## src/rtl/riscv.sv

```systemverilog
// Architectural constants shared by the frontend and branch-prediction blocks.
// Latency: none (constants only).
// Backpressure: not applicable.
package riscv;
  localparam int unsigned VLEN = 64;
endpackage

```

## src/rtl/ariane_pkg.sv

```systemverilog
// Branch-prediction types and the 2-bit saturating counter update.
// Latency: none (types and a pure function).
// Backpressure: not applicable.
package ariane_pkg;

  typedef struct packed {
    logic taken;
  } cf_t;

  typedef struct packed {
    logic                   valid;
    logic [riscv::VLEN-1:0] pc;
    logic                   is_mispredict;
    cf_t                    cf_type;
  } bp_resolve_t;

  typedef struct packed {
    logic       valid;
    logic [1:0] cnt;
  } bht_entry_t;

  typedef struct packed {
    logic valid;
    logic taken;
  } bht_prediction_t;

  // Weakly not-taken; the valid bit keeps it from being reported until trained.
  localparam bht_entry_t BHT_INIT_ENTRY = '{valid: 1'b0, cnt: 2'b01};

  function automatic bht_entry_t bht_update(input bht_entry_t e, input logic taken);
    bht_entry_t r;
    r.valid = 1'b1;
    if (!e.valid) begin
      r.cnt = taken ? 2'b10 : 2'b01;
    end else if (taken) begin
      r.cnt = (e.cnt == 2'b11) ? 2'b11 : e.cnt + 2'd1;
    end else begin
      r.cnt = (e.cnt == 2'b00) ? 2'b00 : e.cnt - 2'd1;
    end
    return r;
  endfunction

endpackage

```

## src/rtl/bht_resolve.sv

```systemverilog
// Branch history table trained by resolved conditional branches; BHT_STATS_EN adds update/mispredict counters.
// Latency: lookup 1 cycle; resolve captured at edge N, written at N+1 and bypassed to lookups in that cycle.
// Backpressure: none; updates during init, debug mode or flush are dropped.
module bht_resolve
  import ariane_pkg::*;
#(
  parameter int unsigned NR_ENTRIES = 64
) (
  input  logic                   clk_i,
  input  logic                   rst_i,
  input  logic                   flush_bp_i,
  input  logic                   debug_mode_i,
  input  bp_resolve_t            resolved_branch_i,
  input  logic                   is_cond_branch_i,
  input  logic [riscv::VLEN-1:0] vpc_i,
  output bht_prediction_t        bht_prediction_o,
  output logic                   init_busy_o
`ifdef BHT_STATS_EN
  ,
  output logic [31:0]            upd_cnt_o,
  output logic [31:0]            mispred_cnt_o
`endif
);

  localparam int unsigned IDX_W = $clog2(NR_ENTRIES);

  typedef enum logic {ST_INIT, ST_RUN} state_e;

  state_e           state_q, state_d;
  logic [IDX_W-1:0] idx_q, idx_d;
  logic             init_busy_q, init_busy_d;
  logic             upd_vld_q, upd_vld_d;
  logic [IDX_W-1:0] upd_idx_q, upd_idx_d;
  logic             upd_taken_q, upd_taken_d;
  bht_prediction_t  pred_q, pred_d;
  bht_entry_t       bht_q [NR_ENTRIES];

  logic             wr_en;
  logic [IDX_W-1:0] wr_idx;
  bht_entry_t       wr_val;
  logic [IDX_W-1:0] lk_idx;
  logic [IDX_W-1:0] rs_idx;
  bht_entry_t       lk_entry;

  assign lk_idx = vpc_i[IDX_W:1];
  assign rs_idx = resolved_branch_i.pc[IDX_W:1];

  always_comb begin
    state_d     = state_q;
    idx_d       = idx_q;
    init_busy_d = init_busy_q;
    upd_vld_d   = 1'b0;
    upd_idx_d   = upd_idx_q;
    upd_taken_d = upd_taken_q;
    pred_d      = '0;
    wr_en       = 1'b0;
    wr_idx      = idx_q;
    wr_val      = BHT_INIT_ENTRY;
    lk_entry    = bht_q[lk_idx];

    if (flush_bp_i) begin
      state_d     = ST_INIT;
      idx_d       = '0;
      init_busy_d = 1'b1;
    end else if (state_q == ST_INIT) begin
      wr_en = 1'b1;
      idx_d = idx_q + 1'b1;
      if (idx_q == IDX_W'(NR_ENTRIES - 1)) begin
        state_d     = ST_RUN;
        init_busy_d = 1'b0;
      end
    end else begin
      // Reading the table in the apply cycle picks up the previous apply, so
      // back-to-back updates to one index chain without a separate forward path.
      if (upd_vld_q) begin
        wr_en  = 1'b1;
        wr_idx = upd_idx_q;
        wr_val = bht_update(bht_q[upd_idx_q], upd_taken_q);
      end
      if (wr_en && (wr_idx == lk_idx)) begin
        lk_entry = wr_val;
      end
      pred_d.valid = lk_entry.valid;
      pred_d.taken = lk_entry.cnt[1];
      if (resolved_branch_i.valid && is_cond_branch_i && !debug_mode_i) begin
        upd_vld_d   = 1'b1;
        upd_idx_d   = rs_idx;
        upd_taken_d = resolved_branch_i.cf_type.taken;
      end
    end
  end

  always_ff @(posedge clk_i) begin
    if (rst_i) begin
      state_q     <= ST_INIT;
      idx_q       <= '0;
      init_busy_q <= 1'b1;
      upd_vld_q   <= 1'b0;
      upd_idx_q   <= '0;
      upd_taken_q <= 1'b0;
      pred_q      <= '0;
    end else begin
      state_q     <= state_d;
      idx_q       <= idx_d;
      init_busy_q <= init_busy_d;
      upd_vld_q   <= upd_vld_d;
      upd_idx_q   <= upd_idx_d;
      upd_taken_q <= upd_taken_d;
      pred_q      <= pred_d;
    end
  end

  always_ff @(posedge clk_i) begin
    if (wr_en && !rst_i) begin
      bht_q[wr_idx] <= wr_val;
    end
  end

  assign bht_prediction_o = pred_q;
  assign init_busy_o      = init_busy_q;

`ifdef BHT_STATS_EN
  logic [31:0] upd_cnt_q, upd_cnt_d;
  logic [31:0] mispred_cnt_q, mispred_cnt_d;

  always_comb begin
    upd_cnt_d     = upd_cnt_q;
    mispred_cnt_d = mispred_cnt_q;
    if (upd_vld_d) begin
      upd_cnt_d = upd_cnt_q + 32'd1;
      if (resolved_branch_i.is_mispredict) begin
        mispred_cnt_d = mispred_cnt_q + 32'd1;
      end
    end
  end

  always_ff @(posedge clk_i) begin
    if (rst_i) begin
      upd_cnt_q     <= '0;
      mispred_cnt_q <= '0;
    end else begin
      upd_cnt_q     <= upd_cnt_d;
      mispred_cnt_q <= mispred_cnt_d;
    end
  end

  assign upd_cnt_o     = upd_cnt_q;
  assign mispred_cnt_o = mispred_cnt_q;
`endif

  logic unused_bits;
  assign unused_bits = ^{vpc_i[riscv::VLEN-1:IDX_W+1], vpc_i[0],
                         resolved_branch_i.pc[riscv::VLEN-1:IDX_W+1],
                         resolved_branch_i.pc[0], resolved_branch_i.is_mispredict};

endmodule

```

## config.mk

```make
export PLATFORM = sky130hd
export DESIGN_NAME = bht_resolve
export DESIGN_NICKNAME = d
export VERILOG_FILES = /design/src/rtl/riscv.sv /design/src/rtl/ariane_pkg.sv /design/src/rtl/bht_resolve.sv
export SDC_FILE = /design/constraint.sdc
export NUM_CORES = 1
export LEC_CHECK = 0
export CAP_MARGIN = 5
export CORE_UTILIZATION = 50
export CTS_CLUSTER_DIAMETER = 40
export DETAILED_ROUTE_END_ITERATION = 7
export PLACE_DENSITY = 0.77
export SKIP_LAST_GASP = 1
export SYNTH_ARGS = -nofsm -noshare
export SYNTH_HDL_FRONTEND = slang
export SYNTH_SLANG_ARGS = --single-unit
```

## constraint.sdc

```tcl
create_clock -name clk_i -period 4.4 [get_ports clk_i]
set_clock_uncertainty 0.2 [all_clocks]
set_input_delay 0.66 -clock clk_i [delete_from_list [all_inputs] [get_ports clk_i]]
set_output_delay 0.66 -clock clk_i [all_outputs]
set_load 0.01 [all_outputs]
```

; Word-level counts from Yosys, hierarchy flattened
; Memory sizes are Yosys's and may differ from the RTL's. A register that Yosys moved wholly into a read port is not among the register bits.
; Index checks and enable logic that the tools add are counted.
[word_totals]
mem_count = 1
reg_bits = 16
romBits = 0
wordCells = 49
latch_bits = 0
output_inout_bits = 3
mem_bits_rw = 192
[classes]
bitwise_logic = 2
shifts = 0
order_cmp = 0
muxes = 25
div_mod_pow = 0
reduce_logical = 10
add_sub_neg = 3
multipliers = 0
n_eq_ne = 2
[memory_table]
columns = name, words, word_bits, read_ports, rd_clocked_by_memory_dff, write_ports, line
row1 = bht_q, 64, 3, 2, 2, 1, bht_resolve.sv:36  ; bht_entry_t bht_q [NR_ENTRIES];
[op_table]
columns = op, count
row1 = 2-to-1 mux 6 bit, 7
row2 = 2-to-1 mux 1 bit, 10
row3 = 2-to-1 mux 2 bit, 5
row4 = 2-to-1 mux 3 bit, 3
row5 = adder 6 x 1 -> 6 bit (second input constant), 1
row6 = equality test 6 bit (second input constant), 1
row7 = logical AND 1 bit, 3
row8 = AND reduction 3 bit, 1
row9 = OR reduction 3 bit, 1
row10 = adder 2 x 1 -> 2 bit (second input constant), 1
row11 = equality test 2 bit (second input constant), 1
row12 = zero test 1 bit, 2
row13 = zero test 2 bit, 1
row14 = inverter 1 bit, 2
row15 = AND reduction 2 bit, 1
row16 = OR reduction 2 bit, 1
row17 = subtractor 2 x 1 -> 2 bit (second input constant), 1

; Depth between registers and ports, before layout
; Gate-level depths: netlist of run 1.
[depth]
depth_word = 8
depth_mapped = 12
ltp_nobuf = 8

; Worst setup path after synthesis of run 1
; Ideal clock, no wire load.
[synth_path]
path_kind = flip-flop to flip-flop
start = register with a tool-made name
end = memory bht_q[0][0] (netlist name) (data pin)
path_stages_with_launch = 10
t_required_ns = 3.658
synth_period_minus_slack_ns = 4.558
setup_slack_ns = -0.158
setup_ns = 0.542
t_arrival_ns = 3.815
n_path_buf = 3
path_cell_list = dfxtp_1 -> buf_6 -> buf_6 -> buf_4 -> mux4_2 -> nand3_1 -> o21ai_1 -> o41ai_1 -> a21boi_0 -> o211ai_1
[synth_rtl]
columns = element, line
row1 = end: declaration, bht_resolve.sv:36

==> impl_metrics.ini, run 1 <==
[grt]
grt_max_degree = 65
grt_antenna_before_repair = 1
grt_pass1_vias = 6034
grt_usage = 0.241
grt.overflow.total = 0
grt_pass1_wl_um = 35600

[synth]
synth_compound_area_frac = 0.0251
synth-simple-area-share = 0.0766
yosys.cell_types.count = 52
synth_xor_area_frac = 0.00879
synth-async-reset-ratio = 0
synthMuxAreaShare = 0.240
synth_top_family_by_area = multiplexers
ys_seq_area_frac = 0.627
synth.net_count = 737
synth_fa_ha_area_frac = 0.00126
syn_inst = 600
ys_seq_elements = 216
syn_area_sq_um = 9960
avgSynthCellArea_sq_um = 16.6
synth-edff-count = 192
yosysWarnings = 0
yosys_most_used_dff = edfxtp_1

[critical_path]
path_delay_family = multiplexers
critical_path_arrival_ns = 3.65
cp_max_fo = 33
cp_common_cell = mux4_2
slowest_delay_ns = 0.64
critPathCaptureType = flop
critical_path_required_ns = 4.45
cp-start-kind = flop
crit_buf_inv = 2
criticalPathCategory = reg -> reg
crit_chain = buf_4 > mux4_1 > mux4_2 > mux4_2 > a22oi_2 > nor2_4 > buf_16
slowest_stage = mux4_1

[layout]
fin_cells = 913
area_growth_pct = 13.7
drive_gt1_frac = 0.236
nets = 768
layout_common_cells = 192 x edfxtp_1, 91 x nor2_1, 80 x mux4_2
layout_commonest_cell = edfxtp_1

[detailed_routing]
firstDrtPassIters = 4
vias_per_cell = 6.27
wl_per_cell_um = 25.2
route.vias.total = 5728
drtIter0Drc = 483
drc_errors = 0
detail-route-antenna-nets = 0
postRouteWirelength_um = 23000

[placed_design]
port_buffers = 21
place_inst = 868
place.gp.congestion = 0.869
pre_cts_ws_ns = 0.481
hpwl_um = 15400

[sta]
finalHoldViolCount = 0
finalCritPeriodShare = 0.820
rsz0062_at_grt = false
slew_violations = 0
period_minus_slack_ns = 3.61
fmax_mhz = 277
tightest_slew_ns = 0.892
worst_slew_margin_rel = 0.403
fin_ws_ns = 0.792
fin_setup_tns_ns = 0
setup_violations = 0

[clock_network]
cts_max_path_buffers = 3
cts_tree = yes
cts_made_buffers = 25
cts_root_buf = clkbuf_16
clkLatencyLatePin_ns = 0.51
postCtsSetupBuffers = 0
cts_resized = 0
cts_hold_buf = 0
clk_pin_slew_ns = 0.06
clock-sinks = 216
cts.htree.levels = 1

[floorplanning]
dieWidth_um = 143
fp.dieH_um = 143
die_area_sq_um = 20500
start_util = 0.512
design.core.area_sq_um = 19500
rows = 51
io_pins = 139

[power_and_ir_drop]
p_leak_uw = 0.00368
powerDensity_nw_per_um2 = 384
ir_worst_vdd_mv = 0.237
p_total_uw = 4350

[run_status]
status = completed

[job]
cap_violations = 0

[worst_hold_path]
min_path_type = reg -> reg
synthesized netlist by cell type (2+ instances only):
cell      count  area [sq um]
o21ai_0       5          25.0
nor3_1        5          25.0
and3_1        3          18.8
nor2_1       92           345
or3_1         2          12.5
o21ai_1       2          10.0
clkbuf_1     15          56.3
mux4_2       80          1800
nand3b_1      5          37.5
buf_4         5          37.5
mux4_1        7           184
nor2b_1      11          68.8
xor2_1        6          52.6
dfxtp_1      24           480
nand3_1      10          50.1
o41ai_1       2          17.5
a211oi_1      2          15.0
buf_1         2          7.51
nor3b_1       3          22.5
buf_6         2          22.5
nand4_1       3          18.8
nand2_1      32           120
o211ai_1      2          15.0
buf_2        10          50.1
o21a_1        2          15.0
xnor2_1       4          35.0
o22ai_1       4          25.0
a21oi_1       2          10.0
inv_1         3          11.3
nand2b_1      5          31.3
a31oi_1       3          18.8
mux2i_1      32           320
mux2_2        5          56.3
edfxtp_1    192          5770
sequential cells by signal, indices dropped and copies added (netlist names), named ones only:
name	cells
bht_q	192
idx_q	6
upd_idx_q	6
bht_prediction_o	2
state_q	1
init_busy_o	1
upd_taken_q	1
upd_vld_q	1
logic make-up after synthesis:
logic type / Yosys count
flops: 216
simple gates: 173
mux: 125
buf+inv: 40
compound gates: 35
xor+xnor: 10
fa+ha+maj: 1
report_power, final:
group          total [uW]  switching, uW  internal (uW)
sequential           2200           2.39           2200
clock                2040            815           1230
combinational         104           51.8           52.3
total                4350            869           3480
tightest hold or removal path: stages, from the launching register on:
cell     delay (ns)
dfxtp_1        0.32
nand2_1        0.05
nand2_1        0.04
metal layers:
metal / GRT usage / wire [um]
met5: 0 / 0
met4: 0.107 / 820
met3: 0.0490 / 1640
met2: 0.400 / 11600
met1: 0.306 / 8950
metrics by stage:
step           hold slack [ns]  cell area [sq um]  utilization
6_report                 0.258              11300        0.582
4_1_cts                  0.266              11300        0.580
2_1_floorplan            0.267               9980            -
3_3_place_gp             0.241              10500        0.538
3_5_place_dp             0.249              10500        0.538
5_1_grt                  0.299              11300        0.582
final cells by class:
class                      instances  area, sq um
sequential                       216         6250
fill                            1428         8140
multi-input combinational        344         3520
clock buffer                      27          633
tap                              265          332
antenna                            1         2.50
clock inverter                    16          183
timing repair buffer              41          395
inverter                           3         11.3
worst paths after layout:
check / from / to / slack (ns) / depth (start not counted)
setup reg to reg: flop / bht_q[17][1]$_DFFE_PP_ / 0.79 / 7
hold reg to reg: init_busy_o$_SDFFE_PP1P_ / init_busy_o$_SDFFE_PP1P_ / 0.26 / 2
setup / recovery: flop / bht_q[17][1]$_DFFE_PP_ / 0.79 / 7
hold / removal: init_busy_o$_SDFFE_PP1P_ / init_busy_o$_SDFFE_PP1P_ / 0.26 / 2
(Power assumes the default switching activity.)
==> inputs of run 2 (changes only) <==
- CORE_UTILIZATION: 50 -> 55
- PLACE_DENSITY: 0.77 -> 0.8
- clock period: 4.4 -> 3.45 ns (I/O delays scaled with it)
==> run 2 against run 1 <==
Net effect: fmax is 6.1% higher; flip-flop and latch count unchanged; die area down 9.0%; clock power rose by 50%; worst hold slack hardly changed; first-iteration DRC count grew 35%; global-route usage grew 3.0 points; critical path depth increased by 1; setup slack worse by 0.74 ns; core utilization grew 8.7 points; largest cell class unchanged; sequential power up 28%.
==> impl_metrics.ini, run 2 (same netlist as run 1, synthesis figures left out) <==
[clock_network]
clk_pin_slew_ns = 0.06
cts_root_buf = clkbuf_16
cts_made_buffers = 28
clock-sinks = 216
cts_tree = yes
clkLatencyLatePin_ns = 0.54
cts.htree.levels = 1
cts_max_path_buffers = 3

[floorplanning]
fp.dieH_um = 137
rows = 48
die_area_sq_um = 18700
design.core.area_sq_um = 17500
io_pins = 139
start_util = 0.570
dieWidth_um = 137

[critical_path]
critPathCaptureType = flop
crit_chain = buf_12 > mux4_1 > mux4_2 > mux4_2 > o211ai_1 > o211ai_1 > buf_4 > clkbuf_16
critical_path_arrival_ns = 3.46
slowest_stage = mux4_1
cp-start-kind = flop
r2r_end = bht_q[24][0]$_DFFE_PP_
rrSetupSlack_ns = 0.05
slowest_delay_ns = 0.56
critical_path_required_ns = 3.51
criticalPathCategory = reg -> reg
reg2reg_depth = 8
cp_max_fo = 24

[placed_design]
place.gp.congestion = 0.873
hpwl_um = 15700
place_inst = 838
port_buffers = 21

[power_and_ir_drop]
ir_worst_vdd_mv = 0.479
p_sw_frac = 0.208
p_sw_uw = 1250
powerDensity_nw_per_um2 = 513
clockPowerShare = 0.509
p_comb_frac = 0.023
cellInternalPower_uw = 4750
power_frac_seq = 0.469
p_leak_uw = 0.00389

[sta]
slew_violations = 0
setup_violations = 0
tightest_slew_ns = 0.724
fin_setup_tns_ns = 0
worst_slew_margin_rel = 0.516
period_minus_slack_ns = 3.40
fmax_mhz = 294
timing.hold.ws_ns = 0.258
finalCritPeriodShare = 0.986
finalHoldViolCount = 0
rsz0062_at_grt = false

[run_status]
status = completed

[worst_hold_path]
hold_depth = 2
min_path_type = reg -> reg
min_to = init_busy_o$_SDFFE_PP1P_
hold_start = init_busy_o$_SDFFE_PP1P_

[grt]
grt_max_degree = 59
grt_pass1_vias = 6155
grt_pass1_wl_um = 36200
grt.overflow.total = 0
grt_usage = 0.270
grt_antenna_before_repair = 0

[layout]
fill_cells = 1096
drive_gt1_frac = 0.275
fin_cells = 901
area_growth_pct = 17.3
top_regs = bht_q (192), idx_q (6), upd_idx_q (6)
largest_reg_flops = 192
layout_commonest_cell = edfxtp_1
diodes = 0
nets = 791
multiInputGateArea_sq_um = 3510
seqCellArea_sq_um = 6250
layout_common_cells = 192 x edfxtp_1, 91 x nor2_1, 82 x mux4_2
largest-register = bht_q

[detailed_routing]
drtIter0Drc = 651
wl_per_cell_um = 26.3
drc_errors = 0
detail-route-antenna-nets = 0
vias_per_cell = 6.68
route.vias.total = 6018
postRouteWirelength_um = 23700
firstDrtPassIters = 5

[job]
cap_violations = 0
==> run 2: worst max-delay path, delay by kind of cell, from the launching register on <==
| family | cells | cell delay, ns |
|---|---|---|
| flops | 1 | 0.41 |
| buf+inv | 3 | 0.57 |
| mux | 3 | 1.63 |
| compound gates | 2 | 0.30 |
==> run 2: worst max path at each step <==
stage | startpoint | to | slack, ns
global placement | flop | bht_q[54][0]$_DFFE_PP_ | 0.1
CTS | flop | bht_q[52][0]$_DFFE_PP_ | 0.006
floorplan | flop | bht_q[0][0]$_DFFE_PP_ | -0.90
global route | flop | bht_q[52][0]$_DFFE_PP_ | 0.01
detailed placement | flop | bht_q[17][0]$_DFFE_PP_ | 0.02
finish | flop | bht_q[24][0]$_DFFE_PP_ | 0.05
==> run 2: layer usage <==
metal  part of all wire  global-route usage  up-vias
met5                  0                   0        -
met4              0.034              0.0938        0
met3               0.10              0.0544       69
met2               0.48               0.433      408
met1               0.38               0.372     3022
li1                   -                   -     2519
==> run 2: final cells by class <==
type	instances	area share
clock buffers	31	0.0627
clock inverters	21	0.0221
inverters	3	0.000964
multi-input cells	344	0.300
flip-flops and latches	216	0.535
well taps	225	0.0241
repair buffers	61	0.0547
==> run 2: per-stage QoR <==
stage               total power, uW   util  setup WS, ns  instance area, sq um
finish                         6000  0.669        0.0482                 11700
detailed placement             3000  0.606        0.0170                 10600
CTS                            6000  0.663       0.00591                 11600
global route                   6100  0.669        0.0109                 11700
floorplan                      2950      -        -0.900                  9990
global placement               3000  0.606        0.0994                 10600
==> run 2: what timing repair did <==
item                       4_1_cts  5_1_grt
setup endpoints to repair        0       77
hold buffers                     0        0
gates resized for setup          0        6
hold endpoints to repair         0        0
buffers inserted                 0        9
==> run 2: power by group through the flow <==
stage | clock [uW] | combinational (uW) | sequential [uW]
floorplan | 0 | 81.7 | 2860
global placement | 0 | 132 | 2870
detailed placement | 0 | 136 | 2870
CTS | 3060 | 136 | 2810
global route | 3150 | 144 | 2810
finish | 3050 | 137 | 2810
==> inputs of run 3 (changes only) <==
- CAP_MARGIN: 5 -> 15
==> results of run 3 <==
Same layout as run 2: the final DEF is identical, and so are final timing and power.
